$ cat src/rtl/diff_codec_pkg.sv
`default_nettype none
// ============================================================================
// Module : diff_codec_pkg
// Brief  : Shared widths and FSM encoding for the bit-serial diff decoder.
// Rev    : 1.0  initial release
// ============================================================================
package diff_codec_pkg;

    localparam int c_op_w  = 4;
    localparam int c_res_w = 6;
    localparam int c_cnt_w = 3;

    typedef enum logic [1:0] {
        IDLE  = 2'd0,
        SHIFT = 2'd1,
        DONE  = 2'd2
    } state_e;

endpackage
`default_nettype wire

$ cat src/rtl/full_adder.sv
`default_nettype none
// ============================================================================
// Module : full_adder
// Brief  : Single-bit full adder cell.
// Rev    : 1.0  initial release
// ============================================================================
module full_adder (
    input  logic c_in,
    input  logic a,
    input  logic b,
    output logic sum,
    output logic c_out
);

    logic w_p;

    assign w_p   = a ^ b;
    assign sum   = w_p ^ c_in;
    assign c_out = (a & b) | (c_in & w_p);

endmodule
`default_nettype wire

$ cat src/rtl/diff_decoder.sv
`default_nettype none
// ============================================================================
// Module : diff_decoder
// Brief  : Bit-serial reconstruction of a = b + diff from a sign-magnitude
//          difference, one full-adder bit per cycle, with range flag.
// Rev    : 1.0  initial release
// ============================================================================
module diff_decoder
    import diff_codec_pkg::*;
#(
    parameter int W_OP  = c_op_w,
    parameter int W_RES = c_res_w
) (
    input  logic             clk,
    input  logic             reset,
    input  logic             in_valid,
    output logic             in_ready,
    input  logic [W_OP-1:0]  b,
    input  logic             diff_sign,
    input  logic [W_OP-1:0]  diff_mag,
    output logic             out_valid,
    input  logic             out_ready,
    output logic [W_RES-1:0] a_out,
    output logic             out_of_range
);

    state_e             r_state;
    logic [W_RES-1:0]   r_b;
    logic [W_RES-1:0]   r_d;
    logic [W_RES-1:0]   r_res;
    logic [W_RES-1:0]   r_a_out;
    logic               r_oor;
    logic               r_carry;
    logic [c_cnt_w-1:0] r_cnt;

    logic               w_sum;
    logic               w_cout;
    logic               w_last;
    logic [W_RES-1:0]   w_res_next;

    full_adder u_fa (
        .c_in  (r_carry),
        .a     (r_b[0]),
        .b     (r_d[0]),
        .sum   (w_sum),
        .c_out (w_cout)
    );

    assign w_last     = (r_cnt == c_cnt_w'(W_RES - 1));
    assign w_res_next = {w_sum, r_res[W_RES-1:1]};

    assign in_ready     = (r_state == IDLE);
    assign out_valid    = (r_state == DONE);
    assign a_out        = r_a_out;
    assign out_of_range = r_oor;

    always_ff @(posedge clk or posedge reset) begin
        if (reset) begin
            r_state <= IDLE;
            r_b     <= '0;
            r_d     <= '0;
            r_res   <= '0;
            r_a_out <= '0;
            r_oor   <= 1'b0;
            r_carry <= 1'b0;
            r_cnt   <= '0;
        end else begin
            case (r_state)
                IDLE: begin
                    if (in_valid) begin
                        // Negation as ones' complement plus the carry-in seed.
                        r_b     <= {{(W_RES-W_OP){1'b0}}, b};
                        r_d     <= {{(W_RES-W_OP){1'b0}}, diff_mag} ^ {W_RES{diff_sign}};
                        r_carry <= diff_sign;
                        r_cnt   <= '0;
                        r_res   <= '0;
                        r_state <= SHIFT;
                    end
                end
                SHIFT: begin
                    r_res   <= w_res_next;
                    r_b     <= r_b >> 1;
                    r_d     <= r_d >> 1;
                    r_carry <= w_cout;
                    r_cnt   <= r_cnt + 1'b1;
                    if (w_last) begin
                        r_a_out <= w_res_next;
                        r_oor   <= w_res_next[W_RES-1] | w_res_next[W_RES-2];
                        r_state <= DONE;
                    end
                end
                DONE: begin
                    if (out_ready) begin
                        r_state <= IDLE;
                    end
                end
                default: r_state <= IDLE;
            endcase
        end
    end

endmodule
`default_nettype wire

$ cat config.mk
export PLATFORM = sky130hd
export DESIGN_NAME = diff_decoder
export DESIGN_NICKNAME = d
export VERILOG_FILES = /design/src/rtl/diff_codec_pkg.sv /design/src/rtl/full_adder.sv /design/src/rtl/diff_decoder.sv
export SDC_FILE = /design/constraint.sdc
export NUM_CORES = 1
export LEC_CHECK = 0
export CELL_PAD_IN_SITES_DETAIL_PLACEMENT = 0
export CELL_PAD_IN_SITES_GLOBAL_PLACEMENT = 1
export CORE_ASPECT_RATIO = 1.2
export CORE_UTILIZATION = 41
export DETAILED_ROUTE_END_ITERATION = 7
export MAX_ROUTING_LAYER = met4
export PLACE_DENSITY_LB_ADDON = 0.05
export SETUP_SLACK_MARGIN = 0.5
export SLEW_MARGIN = 20
export SYNTH_ARGS = -nofsm -noshare
export SYNTH_HDL_FRONTEND = slang
export SYNTH_SLANG_ARGS = --single-unit
$ cat constraint.sdc
create_clock -name clk -period 2 [get_ports clk]
set_clock_uncertainty 0.15 [all_clocks]
set_input_delay 0.4 -clock clk [delete_from_list [all_inputs] [get_ports clk]]
set_output_delay 0.4 -clock clk [all_outputs]
set_load 0.02 [all_outputs]
-- After elaboration in Yosys (flattened, before gate mapping)
Cells that the tools add are included.
- bits of input ports: 13
- flip-flop bits (word level): 31
- logic and storage cells: 41
- output and inout port bits: 9
- reduce and logical (&&, ||, !) cells: 5
- bitwise gates (word level): 7
- add/subtract/negate cells: 1
- multiplexer cells: 14
- equality and inequality tests: 6
- operator list (kind ; count):
    $pmux 6 s2 ; 3
    $mux 6 ; 3
    $mux 2 ; 3
    $pmux 2 s3 ; 1
    $pmux 3 s2 ; 1
    $xor 4x6->6 ; 1
    $ne 2x2->1 const B ; 2
    $reduce_and 2->1 ; 2
    $add 3x1->3 const B ; 1
    $eq 3x3->1 const B ; 1
    $mux 3 ; 1
    $reduce_and 3->1 ; 1
    $and 1x1->1 ; 2
    $eq 2x1->1 const B ; 1
    $eq 2x2->1 const B ; 1
    $logic_not 2->1 ; 1
    $ne 2x1->1 const B ; 1
    $or 1x1->1 ; 2
    $pmux 1 s2 ; 1
    $reduce_bool 2->1 ; 1
    $xor 1x1->1 ; 2
    $mux 1 ; 1

-- Logic depth before layout (Yosys ltp)
Gate-level depths: netlist of run 1.
- depth in word-level cells: 4
- depth in mapped cells: 5
- gate-level depth less buffers: 5

-- By module
Synthesis of run 1 repeated with hierarchy kept, for this count alone.
- cells, all modules: 111
- area, all modules: 1280.0 um^2
- modules (own cells, without submodules) (module ; sequential area each (um^2) ; times used ; area an instance (um^2) ; cells an instance):
    diff_decoder ; 700.7 ; 1 ; 1260.0 ; 110
    full_adder ; 0.0 ; 1 ; 20.0 ; 1

-- Least setup slack after synthesis of run 1
OpenSTA, ideal clock, no wires.
- kind: reg-to-reg
- start point: reg r_carry
- end point: reg r_a_out[5] (netlist: a_out[5])
- period minus slack after synthesis: 1.425 ns
- path slack: 0.575 ns
- arrival time: 1.150 ns
- cell stages (with the launch flop): 3
- buffers on the path: 0
- library setup time: 0.125 ns
- required time: 1.725 ns
- cell sequence: dfrtp_1 > fa_1 > mux2_2
- longest elaborated chain between the ends: 1
- ends and longest elaborated chain (what ; RTL line ; text):
    from (decl) ; diff_decoder.sv:33 ; logic r_carry;
    from (signal assigned) ; diff_decoder.sv:74 ; r_carry <= diff_sign;
    from (signal assigned) ; diff_decoder.sv:84 ; r_carry <= w_cout;
    $xor 1x1->1 ; full_adder.sv:18 ; assign sum = w_p ^ c_in;
    named net u_fa.sum ; full_adder.sv:11 ; output logic sum,
    to (signal assigned) ; diff_decoder.sv:87 ; r_a_out <= w_res_next;
    to (decl) ; diff_decoder.sv:31 ; logic [W_RES-1:0] r_a_out;
The timed path passes the listed nets, and every way through them passes these cells.
A chain may end at the register's enable or synchronous reset.

-- Worst setup path in the final report of run 1
- start point: reg r_state[1]
- end point: reg r_b[2]
- longest elaborated chain between the ends: 3
- elaborated cells between the ends (all ways): 6
- those cells by class: 2 x eq/ne; 1 x mux; 3 x reduce/logical
- ends and longest elaborated chain (what ; RTL line ; text):
    from (decl) ; diff_decoder.sv:27 ; state_e r_state;
    from (signal assigned) ; diff_decoder.sv:59 ; r_state <= IDLE;
    from (signal assigned) ; diff_decoder.sv:77 ; r_state <= SHIFT;
    from (signal assigned) ; diff_decoder.sv:89 ; r_state <= DONE;
    $eq 2x1->1 / $logic_not 2->1 (equally long branches) ; diff_decoder.sv:68 ; case (r_state)
    $reduce_bool 2->1 (no line) / $ne 2x2->1 (equally long branches) ; n/a ;
    $reduce_and 2->1 (no line) ; n/a ;
    to (signal assigned) ; diff_decoder.sv:72 ; r_b <= {{(W_RES-W_OP){1'b0}}, b};
    to (signal assigned) ; diff_decoder.sv:82 ; r_b <= r_b >> 1;
    to (decl) ; diff_decoder.sv:28 ; logic [W_RES-1:0] r_b;
Several ways; a longest one is shown, not always the timed one.

==> summary.md, run 1 <==
| Metric | Value |
|---|---|
| DR WL/cell | `14.2 µm` |
| Required time worst endpoint | `2070 ps` |
| N_diodes | `0` |
| First-pass GRT wire length | `4130 µm` |
| Die Y | `63.6 µm` |
| Die Width | `53.3 µm` |
| Fillers | `292` |
| CTS tree | `yes` |
| Final cell count without fillers | `175` |
| Most frequent cells in the layout | `28 x dfrtp_1, 12 x nand2_1, 12 x clkdlybuf4s50_1` |
| # clock sinks | `28` |
| Status | `finished clean` |
| Initial Util | `42.8%` |
| Iteration count of the initial detailed-routing pass | `4` |
| Top FF cell, synth | `dfrtp_1` |
| Num ports | `22` |
| Internal Pwr Total | `1450 µW` |
| Mapped Cells | `110` |
| Fmax | `640 MHz` |
| Hold buffer count at CTS | `0` |
| Dpl cells | `164` |
| Syn_nets | `126` |
| Worst IR drop on VDD | `0.567 mV` |
| Period utilisation layout | `78.1%` |
| Slew Limit Headroom | `76.3%` |
| Ranking of synthesized cells by area | `dfrtp_1 54%, mux2i_1 6.2%, mux2_2 5.2%` |
| Nets@finish | `157` |
| RSZ-0062 raised after global routing | `yes` |
| Core Region | `3030 µm²` |
| Fin. Hold Viols | `0` |
| Area occupied by multi-input gates | `564 µm²` |
| Sequential area share after synthesis | `54.1%` |
| Power per cell area | `1400 nW/µm²` |
| Initial detailed-routing violation count | `22` |
| Max Cap Violations | `0` |
| Startpoint types | `register` |
| Port bufs | `21` |
| Tmin final | `1560 ps` |
| Share of cells above drive strength 1 | `26.6%` |
| Grt ovf | `0` |
| Switching power total | `847 µW` |
| Dpl hpwl | `1650 µm` |
| Ys Warns | `0` |
| Setup TNS | `0 ps` |
| CTS clk-pin slew, worst paths | `140 ps` |
| Htree depth | `1` |
| Synthesized area | `1300 µm²` |
| Setup CP Type | `register to register` |
| Clock Root Buffer | `clkbuf_4` |
| #FFs+latches synth | `28` |
| Combinational group share of total power | `48.5%` |
| Routed WL | `2490 µm` |
| Post-route ant nets | `0` |
| Avg Cell Area, Syn | `11.8 µm²` |
| LEAKAGE | `0.000775 µW` |
| Max-slew violations | `0` |
| Sw frac | `36.8%` |
| Number of global-route vias before repair | `938` |
| Die area | `3390 µm²` |
| Num CTS Buffers | `3` |
| Pin count of the biggest net entering global routing | `29` |
| Worst-Skew Late Latency | `310 ps` |
| Row count | `22` |
| CP Capture Type | `register` |
| Worst Hold Class | `input pin to async pin` |
| Final setup fails | `0` |
| Distinct cells, synth | `25` |
| Total GRT Usage | `17.2%` |
| Drt drc | `0` |
| Avg Vias per Cell | `5.06` |
| Power share of the clock group | `9.6%` |
| Initial antenna violation count | `0` |
| Worst path arrival time | `1630 ps` |
| Synth area leader | `dfrtp_1` |
| Max Fanout on Critical Path | `8` |
| Worst-Margin Slew | `356 ps` |
| Most common cell after layout, fill and taps aside | `dfrtp_1` |
| Yosys top cell area share | `54.1%` |
| Longest Clk Path Bufs | `2` |
| Sequential Area | `701 µm²` |
| Area growth, synth to finish | `26.4%` |
| Share of power burned in registers | `41.9%` |
| Gp weighted congestion | `0.727` |
| Vias | `885` |
| EDFF count, synth | `0` |
| Async set-reset flop share out of synthesis | `100%` |
## critical path: stages, from the launching register on
cell     delay [ps]
dfrtp_1         440
buf_4           150
buf_4           150
and2b_4         300
mux2i_1         210
o21ai_1          70
## power groups by stage
| stage | logic [µW] | registers (µW) | clock network [µW] |
|---|---|---|---|
| floorplan | 644 | 1010 | 0 |
| finish | 1120 | 964 | 220 |
| detailed placement | 1000 | 986 | 0 |
| global placement | 982 | 975 | 0 |
| CTS | 1050 | 966 | 234 |
| global route | 1240 | 994 | 259 |
## cells in the mapped netlist, types with 2 or more instances
cell and instances:
nor2_1 3, a21oi_1 4, a221o_1 2, inv_1 4, nand2_1 12, a31oi_1 2, buf_4 3, dfrtp_1 28
xor2_1 4, o21ai_0 11, mux2_2 6, buf_2 3, a22o_1 5, mux2i_1 8, nand2b_1 4, ha_1 2
## final cells by class
type | instances | area share [%]
Clock buffer | 3 | 1.38
Inverter | 4 | 0.917
Multi-Input combinational cell | 72 | 34.5
Sequential cell | 28 | 42.8
Tap cell | 36 | 2.75
Timing Repair Buffer | 32 | 17.7
## cell families after synthesis
group	count (synthesis)	share of synthesized area, %
compound gates	27	14.3
xor+xnor	4	2.70
fa+ha+maj	3	3.47
buf+inv	11	4.34
flops	28	54.1
mux	14	11.4
simple gates	23	9.75
## routing by layer
metal / up-vias / share of wire (%) / wire length, µm / global-route usage, %
met5: - / 0 / 0 / -
met4: 0 / 0.84 / 21 / 5.92
met3: 2 / 4.1 / 103 / 2.42
met2: 14 / 51 / 1270 / 29.2
met1: 428 / 44 / 1100 / 20.1
li1: 441 / - / - / -
## metrics by stage
| stage | setup slack (ps) | hold WS [ps] | util [%] | cell area [µm²] | power, µW |
|---|---|---|---|---|---|
| 2_1_floorplan | 575 | 299 | - | 1300 | 1650 |
| 6_report | 437 | 292 | 54.1 | 1640 | 2300 |
| 5_1_grt | 373 | 316 | 54.1 | 1640 | 2500 |
| 4_1_cts | 437 | 303 | 52.5 | 1590 | 2250 |
| 3_5_place_dp | 224 | 323 | 51.3 | 1550 | 1990 |
| 3_3_place_gp | 233 | 315 | 51.3 | 1550 | 1960 |
## registers in the layout (all words and copies together) (netlist names)
signal        count
r_res             5
out_of_range      1
r_state           2
r_d               6
r_cnt             3
a_out             6
r_carry           1
r_b               4
## path summary, 6_finish.rpt
path / slack [ps] / depth (start not counted) / start / endpoint
setup / recovery: 440 / 5 / r_state[1]$_DFFE_PP0P_ / r_b[2]$_DFFE_PP0P_
hold / removal: 290 / 3 / reset / a_out[0]$_DFFE_PP0P_
setup reg to reg: 440 / 5 / r_state[1]$_DFFE_PP0P_ / r_b[2]$_DFFE_PP0P_
hold reg to reg: 350 / 2 / r_d[3]$_DFFE_PP0P_ / r_d[3]$_DFFE_PP0P_
max in group asynchronous: 1150 / 3 / reset / r_d[1]$_DFFE_PP0P_
min in group clk: 350 / 2 / r_d[3]$_DFFE_PP0P_ / r_d[3]$_DFFE_PP0P_
## timing repair
action,in CTS,in global routing
setup buffers,5,1
resized for setup,47,5
cloned,1,1
pin swaps,0,2
setup endpoints to repair,26,26
Note: power is estimated with default switching activity, not from simulation.
==> inputs of run 2 (changes only) <==
CORE_UTILIZATION = 37   (was 41)
clock period = 1.3 ns   (was 2 ns; I/O delays follow)
==> summary.md, run 2 (synthesis results as in run 1) <==
| Metric | Value |
|---|---|
| Status | `complete, but fails checks` |
| Failing checks | `negative setup slack` |
| Avg Vias per Cell | `5.12 (+1.2%)` |
| Final setup fails | `29 (+29)` |
| Slack of the critical path | `-211 ps (-648 ps)` |
| Max Cap Violations | `0 (unchanged)` |
| N_diodes | `0 (unchanged)` |
| Worst R2R End | `r_res[1]$_DFFE_PP0P_` |
| # clock sinks | `28 (unchanged)` |
| Post-route ant nets | `0 (unchanged)` |
| Die area | `3750 µm² (+10%)` |
| Max Fanout on Critical Path | `5 (-3)` |
| Critical path's top delay family | `buffers and inverters` |
| Vias | `998 (+13%)` |
| Die Width | `56.0 µm (+5.1%)` |
| Iteration count of the initial detailed-routing pass | `4 (unchanged)` |
| Worst Path Buf+Inv | `3 (+1)` |
| Most common cell after layout, fill and taps aside | `dfrtp_1` |
| Routed WL | `3130 µm (+26%)` |
| RSZ-0062 raised after global routing | `yes` |
| Area growth, synth to finish | `54.4%` |
| WHS | `194 ps (-97.8 ps)` |
| CTS tree | `yes` |
| Period utilisation layout | `116% (+38 points)` |
| Core Region | `3340 µm² (+10%)` |
| Grt ovf | `0 (unchanged)` |
| CTS clk-pin slew, worst paths | `90 ps (-50 ps)` |
| Fin. Hold Viols | `0 (unchanged)` |
| Initial antenna violation count | `0 (unchanged)` |
| Row count | `23 (+4.5%)` |
| Total power | `4620 µW (+100%)` |
| Share of cells above drive strength 1 | `44.9% (+18 points)` |
| Worst-Margin Slew | `300 ps (-55.2 ps)` |
| Htree depth | `1 (unchanged)` |
| Worst Hold Class | `input pin to async pin` |
| Num ports | `22 (unchanged)` |
| Initial detailed-routing violation count | `21 (-4.5%)` |
| Pre-CTS setup slack | `-349 ps (-573 ps)` |
| Fmax | `662 MHz (+3.4%)` |
| Gp weighted congestion | `0.713 (-2.0%)` |
| Tmin final | `1510 ps (-52.1 ps)` |
| Drt drc | `0 (unchanged)` |
| Pin count of the biggest net entering global routing | `29 (unchanged)` |
| Longest Clk Path Bufs | `2 (unchanged)` |
| Initial Util | `38.8% (-4.0 points)` |
| Power per cell area | `2310 nW/µm² (+64%)` |
| Startpoint types | `register` |
| Port bufs | `21 (unchanged)` |
| Worst-Skew Late Latency | `280 ps (-30 ps)` |
| Slew Limit Headroom | `79.9% (+3.6 points)` |
| Worst path slowest cell | `dfrtp_2` |
| CP Capture Type | `register` |
| First-pass GRT wire length | `4440 µm (+7.5%)` |
| Setup CP Type | `register to register` |
| Worst r2r src | `r_state[0]$_DFFE_PP0P_` |
| Fillers | `289 (-1.0%)` |
| Clock Root Buffer | `clkbuf_8` |
| Crit-path cells | `buf_6, buf_6, o21bai_4, clkbuf_16, a22o_1` |
| LEAKAGE | `0.000913 µW (+18%)` |
| Die Y | `66.8 µm (+5.1%)` |
| Num CTS Buffers | `3 (unchanged)` |
| Max-slew violations | `0 (unchanged)` |
| Worst path max stage delay | `440 ps (about the same)` |
| DR WL/cell | `16.1 µm (+13%)` |
| Worst IR drop on VDD | `1.22 mV (+110%)` |
| Total GRT Usage | `16.6% (-0.65 points)` |
| Dpl hpwl | `1870 µm (+14%)` |
| Required time worst endpoint | `1380 ps (-690 ps)` |
| Worst path arrival time | `1590 ps (-40 ps)` |
| Reg2reg setup slack | `-210 ps (-650 ps)` |
| Worst reg-to-reg path cell count | `5 (unchanged)` |
| Most used cell, CP | `buf_6` |
| Number of global-route vias before repair | `965 (+2.9%)` |
| Hold buffer count at CTS | `0 (unchanged)` |
| Nets@finish | `175 (+11%)` |
| Most frequent cells in the layout | `25 x dfrtp_1, 17 x buf_4, 16 x buf_6` |
run 2: changes by cell type in the layout (fill, tap and decap cells not counted), moves of 3 or more:
| cell | before | now |
|---|---|---|
| dfrtp_2 | 0 | 3 |
| clkbuf_8 | 0 | 4 |
| clkbuf_4 | 3 | 0 |
| nand2_1 | 12 | 9 |
| o21ai_0 | 7 | 0 |
| buf_6 | 0 | 16 |
| dfrtp_1 | 28 | 25 |
| nand2_2 | 0 | 3 |
| o21ai_1 | 4 | 9 |
| buf_2 | 7 | 0 |
| buf_4 | 10 | 17 |
run 2: metrics by stage:
step,setup TNS [ps],util (%),cell area (µm²),cells
detailed placement,-7800,51.0,1700,178
CTS,-3480,54.2,1810,185
finish,-4750,60.0,2000,195
global placement,-6970,51.0,1700,178
floorplan,-443,-,1370,110
global route,-6020,60.0,2000,195
run 2: worst reg2reg max path, cell delays in order, from the launching register on:
cell and delay (ps):
dfrtp_2 440, buf_6 140, buf_6 120, o21bai_4 260, clkbuf_16 210, a22o_1 130
run 2: power by group:
group / internal, µW / total [µW] / switching, µW
Clock: 272 / 552 / 280
Sequential: 1240 / 1530 / 289
Combinational: 1470 / 2540 / 1070
Total: 2980 / 4620 / 1640
run 2: final cells by class:
class	instances	area, µm²	area share, %
clock buffer	4	55.1	2.75
inverter	4	21.3	1.06
multi-input combinational	72	638	31.9
sequential	28	704	35.2
tap	37	46.3	2.31
timing repair buffer	50	537	26.8
run 2: worst max-delay path by stage:
stage | startpoint | slack, ps | cells after the start | endpoint
3_5_place_dp | in_valid | -350 | 4 | r_res[3]$_DFFE_PP0P_
2_1_floorplan | r_b[0]$_DFFE_PP0P_ | -90 | 2 | a_out[5]$_DFFE_PP0P_
6_report | r_state[0]$_DFFE_PP0P_ | -210 | 5 | r_res[1]$_DFFE_PP0P_
5_1_grt | r_state[1]$_DFFE_PP0P_ | -270 | 4 | r_b[1]$_DFFE_PP0P_
4_1_cts | r_cnt[1]$_DFFE_PP0P_ | -180 | 4 | a_out[4]$_DFFE_PP0P_
3_3_place_gp | in_valid | -310 | 4 | r_state[0]$_DFFE_PP0P_
run 2: timing repair:
action,4_1_cts,5_1_grt
setup endpoints to repair,37,37
cloned,0,4
resized for setup,62,12
setup buffers,3,6
pin swaps,1,9
run 2: per-layer routing:
metal / routed length, µm / part of all wire [%] / global-route usage [%]
met1: 1440 / 46 / 18.5
met2: 1570 / 50 / 28.3
met3: 54 / 1.7 / 2.33
met4: 70 / 2.2 / 10.1
met5: 0 / 0 / -
